## src/rtl/mem_access_ctrl_pkg.sv

```systemverilog
// Shared CPU defines: load/store type encodings
// and data-bus transfer size codes.
package mem_access_ctrl_pkg;

  typedef enum logic [2:0] {
    LD_NONE = 3'd0,
    LD_LB   = 3'd1,
    LD_LBU  = 3'd2,
    LD_LH   = 3'd3,
    LD_LHU  = 3'd4,
    LD_LW   = 3'd5
  } loadType_e;

  typedef enum logic [1:0] {
    ST_NONE = 2'd0,
    ST_SB   = 2'd1,
    ST_SH   = 2'd2,
    ST_SW   = 2'd3
  } storeType_e;

  localparam logic [1:0] SIZE_BYTE = 2'd0;
  localparam logic [1:0] SIZE_HALF = 2'd1;
  localparam logic [1:0] SIZE_WORD = 2'd2;

endpackage

```

## src/rtl/mem_access_ctrl_load_align.sv

```systemverilog
// Load aligner: picks the addressed byte/half
// out of a raw bus word and extends it.
module mem_load_align
  import mem_access_ctrl_pkg::*;
(
  input  logic [31:0] rawData,
  input  logic [1:0]  offset,
  input  loadType_e   loadType,
  output logic [31:0] result
);

  logic [7:0]  byteVal;
  logic [15:0] halfVal;

  // Lane select and sign/zero extension
  always_comb begin
    byteVal = rawData[{offset, 3'b000} +: 8];
    halfVal = offset[1] ? rawData[31:16]
                        : rawData[15:0];
    result  = '0;
    unique case (loadType)
      LD_LB:   result = {{24{byteVal[7]}}, byteVal};
      LD_LBU:  result = {24'd0, byteVal};
      LD_LH:   result = {{16{halfVal[15]}}, halfVal};
      LD_LHU:  result = {16'd0, halfVal};
      LD_LW:   result = rawData;
      default: result = '0;
    endcase
  end

endmodule

```

## src/rtl/mem_access_ctrl.sv

```systemverilog
// MEM-stage data-memory access controller on an
// addr_ok/data_ok split-transaction bus.
module mem_access_ctrl
  import mem_access_ctrl_pkg::*;
#(
  parameter int ADDR_W = 32,
  parameter int DATA_W = 32
) (
  input  logic              clk,
  input  logic              resetn,
  input  logic              exe_valid,
  input  logic              mem_wr,
  input  logic              mem_flush,
  input  logic [ADDR_W-1:0] exe_addr,
  input  logic [2:0]        exe_load_type,
  input  logic [1:0]        exe_store_type,
  input  logic [DATA_W-1:0] exe_store_data,
  input  logic              exe_except,
  output logic              data_req,
  output logic              data_wr,
  output logic [1:0]        data_size,
  output logic [ADDR_W-1:0] data_addr,
  output logic [DATA_W-1:0] data_wdata,
  output logic [3:0]        data_wstrb,
  input  logic              data_addr_ok,
  input  logic              data_data_ok,
  input  logic [DATA_W-1:0] data_rdata,
  output logic [DATA_W-1:0] mem_load_data,
  output logic              mem_load_valid,
  output logic              mem_stall
);

  typedef enum logic [2:0] {
    S_IDLE,
    S_REQ,
    S_WAIT,
    S_DONE,
    S_DRAIN
  } state_e;

  state_e state, nextState;

  loadType_e  ldType;
  storeType_e stType;
  logic       isLoad, isStore, capture;

  logic [1:0]        capSize;
  logic [DATA_W-1:0] capWdata;
  logic [3:0]        capWstrb;

  logic [ADDR_W-1:0] reqAddr;
  logic              reqWr;
  logic [1:0]        reqSize;
  logic [DATA_W-1:0] reqWdata;
  logic [3:0]        reqWstrb;
  loadType_e         reqLoad;

  logic [DATA_W-1:0] alignResult;
  logic [DATA_W-1:0] loadData;
  logic              loadDone;

  assign ldType  = loadType_e'(exe_load_type);
  assign stType  = storeType_e'(exe_store_type);
  assign isLoad  = ldType != LD_NONE;
  assign isStore = stType != ST_NONE;

  assign capture = (state == S_IDLE || state == S_DONE)
                 & mem_wr & exe_valid & !exe_except
                 & !mem_flush & (isLoad | isStore);

  // Store lane replication and size for the new request
  always_comb begin
    capSize  = SIZE_WORD;
    capWdata = '0;
    capWstrb = '0;
    unique case (stType)
      ST_SB: begin
        capSize  = SIZE_BYTE;
        capWdata = {4{exe_store_data[7:0]}};
        capWstrb = 4'b0001 << exe_addr[1:0];
      end
      ST_SH: begin
        capSize  = SIZE_HALF;
        capWdata = {2{exe_store_data[15:0]}};
        capWstrb = exe_addr[1] ? 4'b1100 : 4'b0011;
      end
      ST_SW: begin
        capSize  = SIZE_WORD;
        capWdata = exe_store_data;
        capWstrb = 4'b1111;
      end
      default: begin
        unique case (ldType)
          LD_LB, LD_LBU: capSize = SIZE_BYTE;
          LD_LH, LD_LHU: capSize = SIZE_HALF;
          default:       capSize = SIZE_WORD;
        endcase
      end
    endcase
  end

  // State register
  always_ff @(posedge clk or negedge resetn) begin
    if (!resetn) state <= S_IDLE;
    else         state <= nextState;
  end

  // Next state; flush takes priority over progress
  always_comb begin
    nextState = state;
    unique case (state)
      S_IDLE: begin
        if (capture) nextState = S_REQ;
      end
      S_REQ: begin
        if (mem_flush)
          nextState = data_addr_ok ? S_DRAIN : S_IDLE;
        else if (data_addr_ok)
          nextState = S_WAIT;
      end
      S_WAIT: begin
        if (mem_flush)
          nextState = data_data_ok ? S_IDLE : S_DRAIN;
        else if (data_data_ok)
          nextState = S_DONE;
      end
      S_DONE: begin
        if (mem_flush)
          nextState = S_IDLE;
        else if (mem_wr)
          nextState = capture ? S_REQ : S_IDLE;
      end
      S_DRAIN: begin
        if (data_data_ok) nextState = S_IDLE;
      end
      default: nextState = S_IDLE;
    endcase
  end

  // Request fields, frozen from capture until the next one
  always_ff @(posedge clk or negedge resetn) begin
    if (!resetn) begin
      reqAddr  <= '0;
      reqWr    <= 1'b0;
      reqSize  <= '0;
      reqWdata <= '0;
      reqWstrb <= '0;
      reqLoad  <= LD_NONE;
    end else if (capture) begin
      reqAddr  <= exe_addr;
      reqWr    <= isStore;
      reqSize  <= capSize;
      reqWdata <= capWdata;
      reqWstrb <= capWstrb;
      reqLoad  <= isStore ? LD_NONE : ldType;
    end
  end

  mem_load_align uAlign (
    .rawData  (data_rdata),
    .offset   (reqAddr[1:0]),
    .loadType (reqLoad),
    .result   (alignResult)
  );

  assign loadDone = (state == S_WAIT) & data_data_ok
                  & !mem_flush & (reqLoad != LD_NONE);

  // Load result register, held through DONE
  always_ff @(posedge clk or negedge resetn) begin
    if (!resetn)       loadData <= '0;
    else if (loadDone) loadData <= alignResult;
  end

  assign data_req       = state == S_REQ;
  assign data_wr        = reqWr;
  assign data_size      = reqSize;
  assign data_addr      = reqAddr;
  assign data_wdata     = reqWdata;
  assign data_wstrb     = reqWstrb;
  assign mem_load_data  = loadData;
  assign mem_load_valid = state == S_DONE;
  assign mem_stall      = state == S_REQ
                        || state == S_WAIT
                        || state == S_DRAIN;

endmodule

```

## config.mk

```make
export PLATFORM = sky130hd
export DESIGN_NAME = mem_access_ctrl
export DESIGN_NICKNAME = d
export VERILOG_FILES = /design/src/rtl/mem_access_ctrl_pkg.sv /design/src/rtl/mem_access_ctrl_load_align.sv /design/src/rtl/mem_access_ctrl.sv
export SDC_FILE = /design/constraint.sdc
export NUM_CORES = 1
export LEC_CHECK = 0
export CAP_MARGIN = 10
export CELL_PAD_IN_SITES_DETAIL_PLACEMENT = 1
export CELL_PAD_IN_SITES_GLOBAL_PLACEMENT = 2
export CORE_ASPECT_RATIO = 1.1
export CORE_MARGIN = 5
export CORE_UTILIZATION = 30
export CTS_BUF_LIST = sky130_fd_sc_hd__clkbuf_16
export DETAILED_ROUTE_END_ITERATION = 10
export GPL_ROUTABILITY_DRIVEN = 0
export PLACE_DENSITY = 0.91
export SETUP_SLACK_MARGIN = 0.4
export SLEW_MARGIN = 20
export SYNTH_ARGS = -nofsm -noshare
export SYNTH_HDL_FRONTEND = slang
export SYNTH_HIERARCHICAL = 1
export SYNTH_SLANG_ARGS = --single-unit
```

## constraint.sdc

```tcl
create_clock -name clk -period 3.25 [get_ports clk]
set_clock_uncertainty 0.2 [all_clocks]
set_input_delay 0.65 -clock clk [delete_from_list [all_inputs] [get_ports clk]]
set_output_delay 0.65 -clock clk [all_outputs]
set_load 0.02 [all_outputs]
```

==> Yosys cells after proc, flatten, opt, wreduce, memory -nomap -nowiden <==
Cells that the tools add are included.
{ "totals": {"reg_bits": 109, "out_inout_bits": 106, "word_cells": 72} }
{ "classes": {"eq_ne": 21, "shifts": 2, "muxes": 20, "bitwise": 9, "n_reduce_logical": 12} }
{ "op_table": {"columns": ["cell", "count"], "rows": [
  ["case mux 32 bit (5 select lines)", 1],
  ["case mux 32 bit (3 select lines)", 1],
  ["two-way mux 3 bit", 11],
  ["variable part select 32 x 6 -> 8 bit", 1],
  ["equality test 3 x 2 -> 1 bit, second input constant", 6],
  ["two-way mux 16 bit", 1],
  ["case mux 3 bit (5 select lines)", 1],
  ["equality test 3 bit, second input constant", 4],
  ["case mux 4 bit (3 select lines)", 1],
  ["equality test 3 x 1 -> 1 bit, second input constant", 3],
  ["AND 1 bit", 8],
  ["!= test 3 bit, second input constant", 2],
  ["case mux 2 bit (3 select lines)", 1],
  ["nonzero test 3 bit", 2],
  ["AND reduction 5 bit", 1],
  ["equality test 2 bit, second input constant", 2],
  ["two-way mux 4 bit", 1],
  ["!= test 2 bit, second input constant", 2],
  ["case mux 2 bit (2 select lines)", 1],
  ["OR reduction 2 bit", 2],
  ["<< shifter 1 x 2 -> 4 bit, first input constant", 1],
  ["zero test 3 bit", 1],
  ["logical OR 1 bit", 3],
  ["!= test 3 x 2 -> 1 bit, second input constant", 1],
  ["other kinds (5)", 6]
]} }

==> Depth between registers and ports, before layout <==
Gate-level depths: netlist of run 1.
{ "logic_depth": {"depth_word": 11, "ltp_mapped": 8} }

==> Hierarchy <==
The synthesis of run 1 kept the hierarchy.
{ "modules_own_cells": {"columns": ["mod", "instances", "cells_per_inst", "area_per_inst_um2", "seq_area_each_um2"], "rows": [
  ["mem_access_ctrl", 1, 326, 4692.0, 2727.6],
  ["mem_load_align", 1, 159, 983.4, 0.0]
]} }

==> Worst setup path after synthesis of run 1 <==
OpenSTA, ideal clock, no wires.
{ "synth_timing": {"kind": "input -> register", "startpoint": "input port mem_flush", "endpoint": "register loadData[10], in the netlist mem_load_data[10]", "setup_ns": 0.125, "arrival_time_ns": 1.908, "setup_slack_ns": 1.017, "cell_stages": 4, "cell_sequence": "or3b_4 nor4b_4 buf_6 mux2_2"} }
{ "synth_between": {"elab_chain_len": 3} }
{ "synth_rtl": {"columns": ["element", "line_no", "text"], "rows": [
  ["from (decl)", "mem_access_ctrl.sv:13", "input logic mem_flush,"],
  ["zero test 1 bit", "mem_access_ctrl.sv:167", "& !mem_flush & (reqLoad != LD_NONE);"],
  ["AND 1 bit (2 in a row)", "mem_access_ctrl.sv:167", null],
  ["to (signal assigned)", "mem_access_ctrl.sv:172", "else if (loadDone) loadData <= alignResult;"],
  ["to (decl)", "mem_access_ctrl.sv:59", "logic [DATA_W-1:0] loadData;"]
]} }
Every way passes these cells.
A chain may end at the register's enable or synchronous reset.

==> Final worst setup path of run 1 <==
{ "layout_timing": {"startpoint": "register state[1]", "endpoint": "output port data_req"} }
{ "layout_between": {"elab_chain_len": 1} }
{ "layout_rtl": {"columns": ["element", "line_no", "text"], "rows": [
  ["from (decl)", "mem_access_ctrl.sv:41", "state_e state, nextState;"],
  ["from (signal assigned)", "mem_access_ctrl.sv:105", "else state <= nextState;"],
  ["equality test 3 x 1 -> 1 bit", "mem_access_ctrl.sv:175", "assign data_req = state == S_REQ;"],
  ["to (decl)", "mem_access_ctrl.sv:19", "output logic data_req,"]
]} }
Every way passes these cells.

==> flow_summary.yaml, run 1 <==
outcome:
  status: "finished, final reports clean"
synthesis:
  netlist.area_leader.share: 0.481
  synthMuxAreaShare: 0.214
  ys_warn_count: 6
  synthSimpleGateAreaFrac: 0.0972
  yosysSeqAreaShare: 0.481
  netlist_instances: 485
  syn_avg_cell_area_sq_um: 11.7
  synth_edf_count: 0
  synth.largest_area_cell: "dfrtp_1"
  yosys_most_used_dff: "dfrtp_1"
  synth_top_family_by_area: "multiplexers"
  synth_area_leaders: "dfrtp_1 48%, mux2_2 18%, mux2i_1 3.2%"
  ys_ff_latch: 109
  ys_types: 51
  synthXorXnorAreaFrac: 0.00154
  synth_compound_area_frac: 0.165
  ys_async_sr_fraction: 1.00
  synth_area_sq_um: 5680
  synth_nets: 594
  synth_fa_ha_area_frac: 0
clocking:
  cts_buffer_depth: 2
  hold_buffers: 0
  cts_sinks: 109
  cts-buffers-inserted: 9
  path_clk_slew_ns: 0.08
  htreeDepth: 3
  clkLatencyLatePin_ns: 0.36
  cts_tree: "done"
  root_buffer: "clkbuf_16"
cells_and_area:
  fill_cells: 1972
  multi_input_area_sq_um: 2720
  areaGrowthSynthToFinish_pct: 47.2
  final_cell_mix: "212 x clkdlybuf4s50_1, 107 x dfrtp_1, 89 x mux2_2"
  stdcell_count: 936
  nets: 797
  drive_gt1_frac: 0.198
  final_common_cell: "clkdlybuf4s50_1"
  num_antenna_cells: 0
  seqCellArea_sq_um: 2730
timing:
  finalCriticalPeriod_ns: 2.66
  slew_headroom: 0.494
  final_min_period_over_clock_period: 0.818
  finalSetupTns_ns: 0
  timing.fmax_ghz: 0.376
  slew_viol_final: 0
  setup_viol: 0
  rsz0062_at_grt: "false"
  max_slew.worst_pin.slew_ns: 0.759
  layout_setup_ws_ns: 0.591
  hold_viol: 0
route:
  route.vias.total: 4865
  drt_iter0_markers: 198
  ant_nets: 0
  viasPerCell: 5.20
  routedWlPerCell_um: 21.0
  wirelength_um: 19700
  dr.pass1.iters: 4
  drc: 0
global_route:
  overflow: 0
  grt_max_degree: 75
  grt_pass1_wl_um: 30900
  antenna_found_initial: 0
  grt_use_total: 0.180
  grt_pass1_vias: 5555
critical_path:
  critPathLaunch: "state[1]"
  cp_max_fo: 11
  cp.depth: 3
  regToRegStartpoint: "data_addr[1]"
  cp_num_buf_inv: 1
  rr_endpoint: "mem_load_data[10]"
  crit_end: "data_req"
  path_cells: "nand2b_1 -> nor2_1 -> clkdlybuf4s50_1"
  critPathMaxStageDelay_ns: 0.64
  crit_arrival_ns: 1.81
  critPathSlowestCell: "clkdlybuf4s50_1"
  cp_top_family: "buffers and inverters"
  end_kind: "output pin"
  reg2reg_depth: 5
  cp_data_required_time_ns: 2.40
  rrSetupSlack_ns: 0.84
  crit_type: "flop to output pin"
  crit_path_start_kind: "flop"
floorplanning:
  floorplan.die_area_sq_um: 21800
  coreArea_sq_um: 18500
  ios: 215
  dieHeight_um: 154
  die_width_um: 141
  initial_core_util: 0.307
  fp-row-count: 52
place:
  dp_cells: 920
  preCtsSetupSlack_ns: 0.302
  io_buffer_count: 214
  hpwl_um: 14900
power:
  peakVddDrop_mv: 0.309
  switching_share: 0.349
  intPower_mw: 3.05
  combPwrFrac: 0.378
  powerDensity_nw_per_um2: 561
  p_leak_nw: 3.57
  power_switching_mw: 1.64
  power_frac_clock: 0.241
  seq_power_share: 0.381
worst_hold_path:
  holdCritPathClass: "input port to asynchronous set/reset pin"
flow_run:
  maxCapViolations: 0
## per-stage QoR
step | util | cell area, sq um | total power [mW] | hold slack (ns)
6_report | 0.452 | 8350 | 4.69 | 0.163
2_1_floorplan | - | 5680 | 2.69 | 0.154
3_3_place_gp | 0.435 | 8030 | 3.52 | 0.265
4_1_cts | 0.452 | 8350 | 4.76 | 0.193
5_1_grt | 0.452 | 8350 | 4.94 | 0.224
3_5_place_dp | 0.435 | 8030 | 3.59 | 0.274
## state kept, by name, summed over array words and instances (netlist names)
register and count:
data_wstrb 4, data_size 2, state 3, data_addr 32, data_wdata 32, mem_load_data 32, reqLoad 3, data_wr 1
## kinds of logic after synthesis
kind of cell           count (synthesis)
multiplexers                         109
flip-flops                           109
XOR/XNOR                               1
AND/OR/NAND/NOR                       96
AO/OA/AOI/OAI                        130
buffers and inverters                 40
## power by group through the flow
stage               clock (mW)  combinational (mW)  sequential (mW)
floorplan                    0               0.627             2.06
CTS                       1.18                1.79             1.79
global placement             0                1.73             1.79
detailed placement           0                1.78             1.81
global route              1.23                1.89             1.82
finish                    1.13                1.77             1.79
## how the worst min path moves through the flow
| stage | from | end | depth (start not counted) |
|---|---|---|---|
| after CTS | resetn | mem_load_data[1] | 1 |
| final | resetn | mem_load_data[25] | 1 |
| after global routing | resetn | mem_load_data[21] | 1 |
| after global placement | data_wr | data_wr | 1 |
| after detailed placement | data_wr | data_wr | 1 |
| after floorplan | resetn | data_addr[0] | 0 |
## metal layers
layer | global-route usage | up-vias | wire, um
li1 | - | 2194 | -
met3 | 0.0738 | 22 | 1820
met1 | 0.204 | 2456 | 7750
met5 | 0 | - | 0
met2 | 0.311 | 193 | 9750
met4 | 0.0512 | 0 | 337
## synth_stat cells (all sizes together), types with 9 or more instances
cell type / n
nor2: 20
o21ai: 29
mux2: 90
a22o: 17
a22oi: 12
nor2b: 18
nand2b: 9
buf: 25
and2: 10
clkbuf: 12
o2bb2ai: 17
a21oi: 25
dfrtp: 109
mux2i: 18
nand2: 19
## final cells by class
cell class	count	area share
Clock buffer	9	0.0270
Clock inverter	7	0.00959
Inverter	3	0.00135
Multi-Input combinational cell	336	0.326
Sequential cell	109	0.327
Tap cell	243	0.0364
Timing Repair Buffer	229	0.273
## repair_timing
action,4_1_cts,5_1_grt
buffers inserted,0,0
resized for setup,2,2
setup endpoints to repair,1,1
No activity file was read; power rests on OpenSTA's default activity.
==> run 2: changes to the inputs <==
CORE_UTILIZATION = 27   (was 30)
PLACE_DENSITY = 0.83   (was 0.91)
clock period = 2.65 ns   (was 3.25 ns; I/O delays follow)
==> run 2 against run 1 <==
Wire length is 2.0% higher. Global-route usage shrank 1.8 points. Non-clock buffer count rose by 19. Via count up 0.88%. Critical endpoint is now mem_load_data[3]. Largest power group is now combinational cells. Critical path depth rose by 3. Register-to-register slack got worse by 0.40 ns. Cell count rose by 3.5%.
==> flow_summary.yaml, run 2 (same netlist as run 1, synthesis figures left out) <==
floorplanning:
  fp-row-count: 55
  ios: 215
  coreArea_sq_um: 20600
  die_width_um: 148
  initial_core_util: 0.275
  dieHeight_um: 162
  floorplan.die_area_sq_um: 24000
route:
  route.vias.total: 4908
  wirelength_um: 20000
  drc: 0
  routedWlPerCell_um: 20.7
  dr.pass1.iters: 4
  ant_nets: 0
  drt_iter0_markers: 185
  viasPerCell: 5.07
power:
  peakVddDrop_mv: 0.352
  p_leak_nw: 3.69
  powerDensity_nw_per_um2: 671
global_route:
  grt_pass1_vias: 5494
  antenna_found_initial: 0
  grt_pass1_wl_um: 30900
  grt_max_degree: 110
  overflow: 0
  grt_use_total: 0.162
timing:
  finalSetupTns_ns: 0
  timing.fmax_ghz: 0.452
  hold_viol: 0
  setup_viol: 0
  finalCriticalPeriod_ns: 2.21
  slew_viol_final: 0
  rsz0062_at_grt: "false"
  final_min_period_over_clock_period: 0.835
  holdWs_ns: 0.0547
  max_slew.worst_pin.slew_ns: 0.617
  slew_headroom: 0.589
  layout_setup_ws_ns: 0.438
worst_hold_path:
  holdCritPathClass: "input port to asynchronous set/reset pin"
place:
  hpwl_um: 14900
  preCtsSetupSlack_ns: -0.00662
  io_buffer_count: 214
clocking:
  root_buffer: "clkbuf_16"
  path_clk_slew_ns: 0.07
  htreeDepth: 3
  cts-buffers-inserted: 9
  clkLatencyLatePin_ns: 0.35
  cts_buffer_depth: 2
  cts_tree: "done"
  cts_sinks: 109
cells_and_area:
  drive_gt1_frac: 0.230
  fill_cells: 2225
  nets: 816
  final_common_cell: "clkdlybuf4s50_1"
  areaGrowthSynthToFinish_pct: 50.8
  final_cell_mix: "206 x clkdlybuf4s50_1, 101 x dfrtp_1, 89 x mux2_2"
critical_path:
  end_kind: "flop"
  crit_type: "input port to flop"
  crit_path_start_kind: "input port"
  cp_max_fo: 2
  crit_arrival_ns: 2.25
  cp_data_required_time_ns: 2.69
flow_run:
  maxCapViolations: 0
outcome:
  status: "finished, final reports clean"
==> run 2: per-layer routing <==
| metal | routed length, um | GRT usage |
|---|---|---|
| met1 | 8260 | 0.195 |
| met2 | 9830 | 0.273 |
| met3 | 1680 | 0.0569 |
| met4 | 282 | 0.0475 |
| met5 | 0 | 0 |
==> run 2: report_power, final <==
part | switching [mW] | total (mW) | internal (mW)
clock network | 0.680 | 1.34 | 0.659
registers | 0.219 | 2.19 | 1.97
logic | 1.09 | 2.21 | 1.12
==> run 2: timing repair <==
| item | in CTS | in global routing |
|---|---|---|
| pin swaps | 0 | 1 |
| hold buffers | 0 | 0 |
| endpoints found under the setup margin | 12 | 79 |
| cloned | 0 | 2 |
| endpoints found under the hold margin | 0 | 0 |
| setup buffers | 0 | 3 |
| resized for setup | 12 | 10 |
==> run 2: final timing paths <==
check	slack, ns	depth (start not counted)	to	from
setup / recovery	0.44	6	mem_load_data[3]	data_rdata[27]
hold / removal	0.05	2	mem_load_data[12]	resetn
setup reg to reg	0.44	5	mem_load_data[18]	state[2]
hold reg to reg	0.29	1	data_wr	data_wr
max in group asynchronous	1.69	2	reqLoad[2]	resetn
min in group clk	0.29	1	data_wr	data_wr
==> run 2: metrics by stage <==
stage	area, sq um	total power [mW]	utilization	std cells
2_1_floorplan	5680	3.30	-	485
3_3_place_gp	8180	4.37	0.396	947
3_5_place_dp	8180	4.44	0.396	947
4_1_cts	8480	5.81	0.411	963
5_1_grt	8560	6.05	0.414	968
6_report	8560	5.74	0.415	969
==> run 2: worst max-delay path: stages <==
cell and delay (ns):
clkdlybuf4s50_1 0.46, mux4_2 0.47, and3_1 0.19, a211oi_2 0.21, o21ai_1 0.10, mux2_2 0.27
==> run 2: area by class of cell <==
cell class | instances | area, sq um | share of cell area
Sequential cell | 109 | 2740 | 0.320
Multi-Input combinational cell | 336 | 2730 | 0.319
Timing Repair Buffer | 248 | 2470 | 0.288
Tap cell | 256 | 320 | 0.0374
Clock buffer | 9 | 225 | 0.0263
Clock inverter | 7 | 65.1 | 0.00760
Inverter | 3 | 11.3 | 0.00132
Antenna cell | 1 | 2.50 | 0.000292
